$ cat config.mk
export PLATFORM = sky130hd
export DESIGN_NAME = pipeline_hazard_controller
export DESIGN_NICKNAME = d
export VERILOG_FILES = /design/src/rtl/pipeline_hazard_controller.sv
export SDC_FILE = /design/constraint.sdc
export NUM_CORES = 1
export LEC_CHECK = 0
export CORE_ASPECT_RATIO = 2
export CORE_UTILIZATION = 32
export CTS_CLUSTER_DIAMETER = 30
export CTS_CLUSTER_SIZE = 8
export DETAILED_ROUTE_END_ITERATION = 7
export HOLD_SLACK_MARGIN = 0.05
export PLACE_DENSITY_LB_ADDON = 0.05
export RECOVER_POWER = 25
export SLEW_MARGIN = 20
export SYNTH_ARGS = -nofsm -noshare
export SYNTH_HDL_FRONTEND = slang
export SYNTH_SLANG_ARGS = --single-unit
$ cat constraint.sdc
create_clock -name clk -period 1.61 [get_ports clk]
set_input_delay 0.2415 -clock clk [delete_from_list [all_inputs] [get_ports clk]]
set_output_delay 0.2415 -clock clk [all_outputs]
set_load 0.02 [all_outputs]
$ cat src/rtl/pipeline_hazard_controller.sv
// Hazard unit: load-use stall, ALU forwarding, memory-wait freeze with timeout.
// Optional perf counters behind PERF_COUNTERS_EN.
module pipeline_hazard_controller #(
    parameter int MEM_TIMEOUT = 16,
    parameter int CNT_W       = 32
) (
    input  logic             clk,
    input  logic             rst_n,
    input  logic [4:0]       Rs1D,
    input  logic [4:0]       Rs2D,
    input  logic [4:0]       Rs1E,
    input  logic [4:0]       Rs2E,
    input  logic [4:0]       RdE,
    input  logic [1:0]       ResultSrcE,
    input  logic             PCSrcE,
    input  logic [4:0]       RdM,
    input  logic [4:0]       RdW,
    input  logic             RegWriteM,
    input  logic             RegWriteW,
    input  logic             MemReqM,
    input  logic             MemReadyM,
    output logic             StallF,
    output logic             StallD,
    output logic             StallE,
    output logic             FlushD,
    output logic             FlushE,
    output logic             EnM,
    output logic             EnW,
    output logic [1:0]       ForwardAE,
    output logic [1:0]       ForwardBE,
    output logic             MemErr,
    output logic [CNT_W-1:0] StallCount,
    output logic [CNT_W-1:0] FlushCount
);

    localparam int CW = (MEM_TIMEOUT < 1) ? 1 : $clog2(MEM_TIMEOUT + 1);

    typedef enum logic [1:0] {
        RUN  = 2'd0,
        WAIT = 2'd1,
        ERR  = 2'd2
    } state_t;

    state_t        state, state_n;
    logic [CW-1:0] cnt, cnt_n;
    logic          lw_stall;
    logic          mem_busy;
    logic          freeze;

    assign mem_busy = MemReqM & ~MemReadyM;
    assign freeze   = mem_busy | (state == ERR);

    assign lw_stall = (ResultSrcE == 2'b01) & (RdE != 5'd0)
                    & ((RdE == Rs1D) | (RdE == Rs2D));

    assign StallF = lw_stall | freeze;
    assign StallD = lw_stall | freeze;
    assign StallE = freeze;
    assign EnM    = ~freeze;
    assign EnW    = ~freeze;
    // Frozen ID/EX keeps PCSrcE, so a masked flush re-fires on release
    assign FlushD = PCSrcE & ~freeze;
    assign FlushE = (PCSrcE | lw_stall) & ~freeze;
    assign MemErr = (state == ERR);

    always_comb begin
        ForwardAE = 2'b00;
        if (RegWriteM && RdM != 5'd0 && RdM == Rs1E)
            ForwardAE = 2'b10;
        else if (RegWriteW && RdW != 5'd0 && RdW == Rs1E)
            ForwardAE = 2'b01;
    end

    always_comb begin
        ForwardBE = 2'b00;
        if (RegWriteM && RdM != 5'd0 && RdM == Rs2E)
            ForwardBE = 2'b10;
        else if (RegWriteW && RdW != 5'd0 && RdW == Rs2E)
            ForwardBE = 2'b01;
    end

    always_ff @(posedge clk or negedge rst_n) begin
        if (!rst_n) begin
            state <= RUN;
            cnt   <= '0;
        end else begin
            state <= state_n;
            cnt   <= cnt_n;
        end
    end

    always_comb begin
        state_n = state;
        cnt_n   = cnt;
        case (state)
            RUN: begin
                if (mem_busy) begin
                    state_n = WAIT;
                    cnt_n   = CW'(1);
                end
            end
            WAIT: begin
                if (MemReadyM) begin
                    state_n = RUN;
                    cnt_n   = '0;
                end else if (cnt == CW'(MEM_TIMEOUT)) begin
                    state_n = ERR;
                end else begin
                    cnt_n = cnt + CW'(1);
                end
            end
            ERR: begin
                state_n = ERR;
            end
            default: begin
                state_n = RUN;
                cnt_n   = '0;
            end
        endcase
    end

`ifdef PERF_COUNTERS_EN
    logic [CNT_W-1:0] stall_q, flush_q;

    always_ff @(posedge clk or negedge rst_n) begin
        if (!rst_n) begin
            stall_q <= '0;
            flush_q <= '0;
        end else begin
            if (StallF)
                stall_q <= stall_q + CNT_W'(1);
            if (FlushE)
                flush_q <= flush_q + CNT_W'(1);
        end
    end

    assign StallCount = stall_q;
    assign FlushCount = flush_q;
`else
    assign StallCount = '0;
    assign FlushCount = '0;
`endif

endmodule
# --- After elaboration in Yosys (flattened, before gate mapping) ---
# Index checks and enable logic that the tools add are counted.
totals:
  ram_bits: 0
  ff_bits: 7
  output_inout_bits: 76
  in_bits: 44
  n_memories: 0
  romBits: 0
  word_cells: 52
  latch_bits: 0
classes:
  bitwise: 12
  order_cmp: 0
  n_div: 0
  add_sub_neg: 1
  muxes: 12
  multipliers: 0
  n_reduce_logical: 12
  n_shift: 0
  eq_ne: 13
ops:
  columns: ["operator", "n"]
  rows:
  - ["$eq 5x5->1", 6]
  - ["$mux 5", 3]
  - ["$pmux 5 s3", 1]
  - ["$reduce_bool 5->1", 3]
  - ["$mux 2", 5]
  - ["$logic_and 1x1->1", 6]
  - ["$ne 3x3->1 const B", 2]
  - ["$pmux 2 s3", 1]
  - ["$add 5x1->5 const B", 1]
  - ["$and 1x1->1", 5]
  - ["$eq 5x5->1 const B", 1]
  - ["$eq 2x1->1 const B", 2]
  - ["$or 1x1->1", 4]
  - ["$not 1->1", 3]
  - ["$reduce_and 3->1", 1]
  - ["$eq 2x2->1 const B", 1]
  - ["$logic_not 2->1", 1]
  - ["$mux 1", 2]
  - ["$ne 2x2->1 const B", 1]
  - ["$reduce_and 2->1", 1]

# --- Depth between registers and ports, before layout ---
logic_depth:
  word_depth: 5
  ltp_mapped: 6

# --- Least setup slack after synthesis ---
# No wires, ideal clock.
synth_path:
  path_type: "register to output"
  startpoint: "register state[1]"
  endpoint: "output port StallF"
  t_required_ns: 1.368
  n_path_buf: 1
  arrival_ns: 1.858
  setup_slack_ns: -0.489
  path_stages_with_launch: 5
  cell_sequence: "dfrtp_1 > nor2b_1 > a21oi_1 > o21ai_0 > buf_4"
synth_via:
  elab_chain_len: 3
synth_rtl:
  columns: ["item", "line", "rtl"]
  rows:
  - ["start, declared", "44", "state_t state, state_n;"]
  - ["start signal, assigned", "87", "state <= state_n;"]
  - ["$eq 2x2->1", null, null]
  - ["net MemErr", "31", "output logic MemErr,"]
  - ["$or 1x1->1", "51", "assign freeze = mem_busy | (state == ERR);"]
  - ["$or 1x1->1", "56", "assign StallF = lw_stall | freeze;"]
  - ["end, declared", "22", "output logic StallF,"]
# The timed path passes the listed nets, and every way through them passes these cells.

# --- Worst setup path in the final report ---
layout_path:
  startpoint: "input port RdW[3]"
  endpoint: "output port ForwardBE[0]"
layout_via:
  elab_chain_len: 5
layout_rtl:
  columns: ["item", "line", "rtl"]
  rows:
  - ["start, declared", "17", "input logic [4:0] RdW,"]
  - ["$reduce_bool 5->1", "78", "else if (RegWriteW && RdW != 5'd0 && RdW == Rs2E)"]
  - ["$logic_and 1x1->1", "78", null]
  - ["$logic_and 1x1->1 *", "78", null]
  - ["$mux 1 *", "78", null]
  - ["$mux 2 *", "76", "if (RegWriteM && RdM != 5'd0 && RdM == Rs2E)"]
  - ["end, declared", "30", "output logic [1:0] ForwardBE,"]
# Mark *: on every way between the ends. The rest lies on a longest branch, timed or not.

==> flow_metrics.env <==
export IMPL_h_tree_depth=1
export IMPL_arrival_ns=1.58
export IMPL_cts_buffers=3
export IMPL_ios=120
export IMPL_drtIter0Drc=13
export IMPL_synthCells=167
export IMPL_cp_end_kind="output port"
export IMPL_ys_flop_type="dfrtp_1"
export IMPL_skew_ns=0.00111
export IMPL_dpl_hpwl_um=3260
export IMPL_fin_worst_hold_slack_ns=0.357
export IMPL_switching_power_uw=425
export IMPL_synth_avg_cell_area_um2=7.99
export IMPL_finalNetCount=296
export IMPL_rows=32
export IMPL_slew_violations=0
export IMPL_clkPwrFrac_pct=26.3
export IMPL_grt_pass1_wl_um=5400
export IMPL_die_w_um=47.7
export IMPL_hold_viol_final=0
export IMPL_start_kind="input port"
export IMPL_timing_critical_path_mode_cell="buf_6"
export IMPL_wirelength_um=3830
export IMPL_crit_chain="buf_6 > buf_6 > xor2_2 > or4_4 > nor4_4 > buf_4"
export IMPL_ys_ff_latch=7
export IMPL_comb_power_share_pct=53.5
export IMPL_dp_slack_ns=-1.13
export IMPL_antenna_left=0
export IMPL_start_util_pct=34.0
export IMPL_insertion_delay_ns=0.23
export IMPL_cts_sinks=7
export IMPL_seqPwrFrac_pct=20.2
export IMPL_ys_warnings_count=0
export IMPL_place_inst=293
export IMPL_setup_viol=4
export IMPL_p_per_area_mw_per_mm2=487
export IMPL_final_cell_count_no_fill=300
export IMPL_fmax_mhz=550
export IMPL_p_sw_share_pct=42.5
export IMPL_min_period_ns=1.82
export IMPL_place_congestion=0.844
export IMPL_grt_overflow_total=0
export IMPL_synth_edf_count=0
export IMPL_area_delta_synth_final_pct=53.9
export IMPL_grt_max_degree=11
export IMPL_grt_setup_unrepaired="yes"
export IMPL_via_count=1226
export IMPL_clkSlewWorstSetupHoldPaths_ns=0.04
export IMPL_nFillCells=427
export IMPL_clockBufferDepth=2
export IMPL_io_buffers=55
export IMPL_crit_path_max_incr_delay_ns=0.54
export IMPL_path_class="input port to output port"
export IMPL_outcome="finished with violations"
export IMPL_period_share_pct=113
export IMPL_peakVddDrop_mv=0.380
export IMPL_holdCritPathClass="input port to async pin"
export IMPL_grt_total_usage_pct=17.2
export IMPL_netlist_area_mm2=0.00133
export IMPL_wire_per_inst_um=12.8
export IMPL_drive_above_1_share_pct=36.5
export IMPL_antenna_found_initial=0
export IMPL_synthTopCellsByArea="buf_4 37%, xor2_1 17%, dfrtp_1 13%"
export IMPL_synth_top_area_share_pct=37.1
export IMPL_crit_fanout=2
export IMPL_first_pass_iters=4
export IMPL_grt_pass1_vias=1204
export IMPL_power_leakage_nw=1.05
export IMPL_die_y_um=93.3
export IMPL_intPower_uw=575
export IMPL_drcViolationCount=0
export IMPL_hold_buffers=0
export IMPL_cts_root_buf="clkbuf_8"
export IMPL_yosys_cell_types_count=33
export IMPL_yosysSeqAreaShare_pct=13.1
export IMPL_crit_slowest_cell="or4_4"
export IMPL_core_mm2=0.00392
export IMPL_drv_cap=0
export IMPL_crit_buf_inv=3
export IMPL_crit_family="simple AND/OR/NAND/NOR gates"
export IMPL_worst_ep_required_time_ns=1.37
export IMPL_die_area_mm2=0.00445
export IMPL_routed_via_density=4.09
export IMPL_ys_async_sr_fraction_pct=100
export IMPL_violations="setup timing"
export IMPL_layout_setup_ws_ns=-0.209
export IMPL_yosysTopAreaCell="buf_4"
export IMPL_tritoncts="yes"
export IMPL_insertedDiodeCount=0
[sequential cells by signal, summed over array words and instances, names as in the netlist]
signal,flops
cnt,5
state,2
[final timing paths]
kind,start,to,slack (ns),depth (start not counted)
worst max-delay path,RdW[3],ForwardBE[0],-0.21,6
worst min-delay path,rst_n,state[1],0.36,1
worst max register to register,cnt[0],cnt[2],0.13,6
worst min register to register,state[1],state[0],0.57,2
max in group asynchronous,rst_n,cnt[4],0.99,1
min in group clk,MemReadyM,state[0],0.36,3
[power by group through the flow]
stage	Combinational (mW)	Sequential, mW	Clock, mW
after floorplan	0.402	0.199	0
after CTS	0.502	0.201	0.266
final	0.535	0.202	0.263
after global routing	0.575	0.203	0.272
after detailed placement	0.507	0.203	0
after global placement	0.501	0.202	0
[synthesized netlist by cell type, drive strengths merged (2+ instances only)]
| master | n |
|---|---|
| nor2 | 6 |
| nand2 | 8 |
| or4 | 4 |
| buf | 66 |
| o21bai | 2 |
| o22ai | 3 |
| xnor2 | 6 |
| a21oi | 2 |
| dfrtp | 7 |
| nor2b | 3 |
| nand3 | 5 |
| xor2 | 26 |
| nor3 | 3 |
| ha | 2 |
| nor4 | 4 |
| o21ai | 4 |
| inv | 4 |
[final cells by class]
class	instances	area, µm²	share of cell area (%)
well taps	51	63.8	3.11
clock buffers	4	45.0	2.19
inverters	4	15.0	0.731
repair buffers	82	694	33.8
multi-input cells	152	1060	51.6
flip-flops and latches	7	175	8.53
[worst register-to-register path: stages (launching register included)]
cell and delay, ns:
dfrtp_1 0.39, inv_1 0.10, ha_1 0.21, nand4bb_1 0.22, nand2_1 0.08, mux2_2 0.26, o22ai_1 0.14
[logic make-up (layout without fill, tap and decap cells)]
logic type      count (synthesis)  count (layout)  share of synthesized area (%)
simple gates                   37              37                           16.3
compound gates                 16              16                           7.97
mux                             1               1                          0.844
flops                           7               7                           13.1
other cells                     1              64                          0.281
fa+ha+maj                       2               2                           1.88
buf+inv                        71              90                           38.6
xor+xnor                       32              32                           21.0
[repair_timing]
item / 4_1_cts / 5_1_grt
resized for setup: 110 / 73
cloned: 0 / 0
buffers inserted: 2 / 3
pin swaps: 17 / 25
endpoints found under the setup margin: 12 / 10
[layout by cell type, fill, tap and decap left out, drive strengths merged]
cell type	netlist	final
dlygate4sd2	0	12
o22ai	3	3
nand3b	1	1
clkdlybuf4s50	0	3
ha	2	2
dfrtp	7	7
xor2	26	26
a21boi	1	1
mux2	1	1
a31oi	1	1
o32ai	1	1
nor2	6	6
a21oi	2	2
a2111oi	1	1
inv	4	4
or4	4	4
buf	66	44
and2	1	1
nand4bb	1	1
nor4bb	1	1
dlymetal6s2s	0	5
nor2b	3	3
dlygate4sd3	0	1
clkbuf	1	17
xnor2	6	6
o21bai	2	2
clkdlybuf4s15	0	4
nor3	3	3
nor4	4	4
a22oi	1	1
o21ai	4	4
nand2	8	8
nand3	5	5
conb	1	64
[stage by stage]
step | instance area (µm²) | total power [mW] | TNS [ns] | utilization, %
floorplan | 1620 | 0.601 | 0 | -
global placement | 1910 | 0.703 | -7.59 | 48.7
detailed placement | 1910 | 0.710 | -7.77 | 48.7
CTS | 1960 | 0.969 | -0.999 | 50.0
global route | 2050 | 1.05 | -0.588 | 52.3
finish | 2050 | 1.00 | -0.425 | 52.3
[per-layer routing]
metal  part of all wire (%)  GRT usage (%)
met3                    6.8           3.09
met2                     61           33.7
met1                     28           14.2
met5                      0              0
met4                    4.2           9.03
No activity file was read; power rests on OpenSTA's default activity.
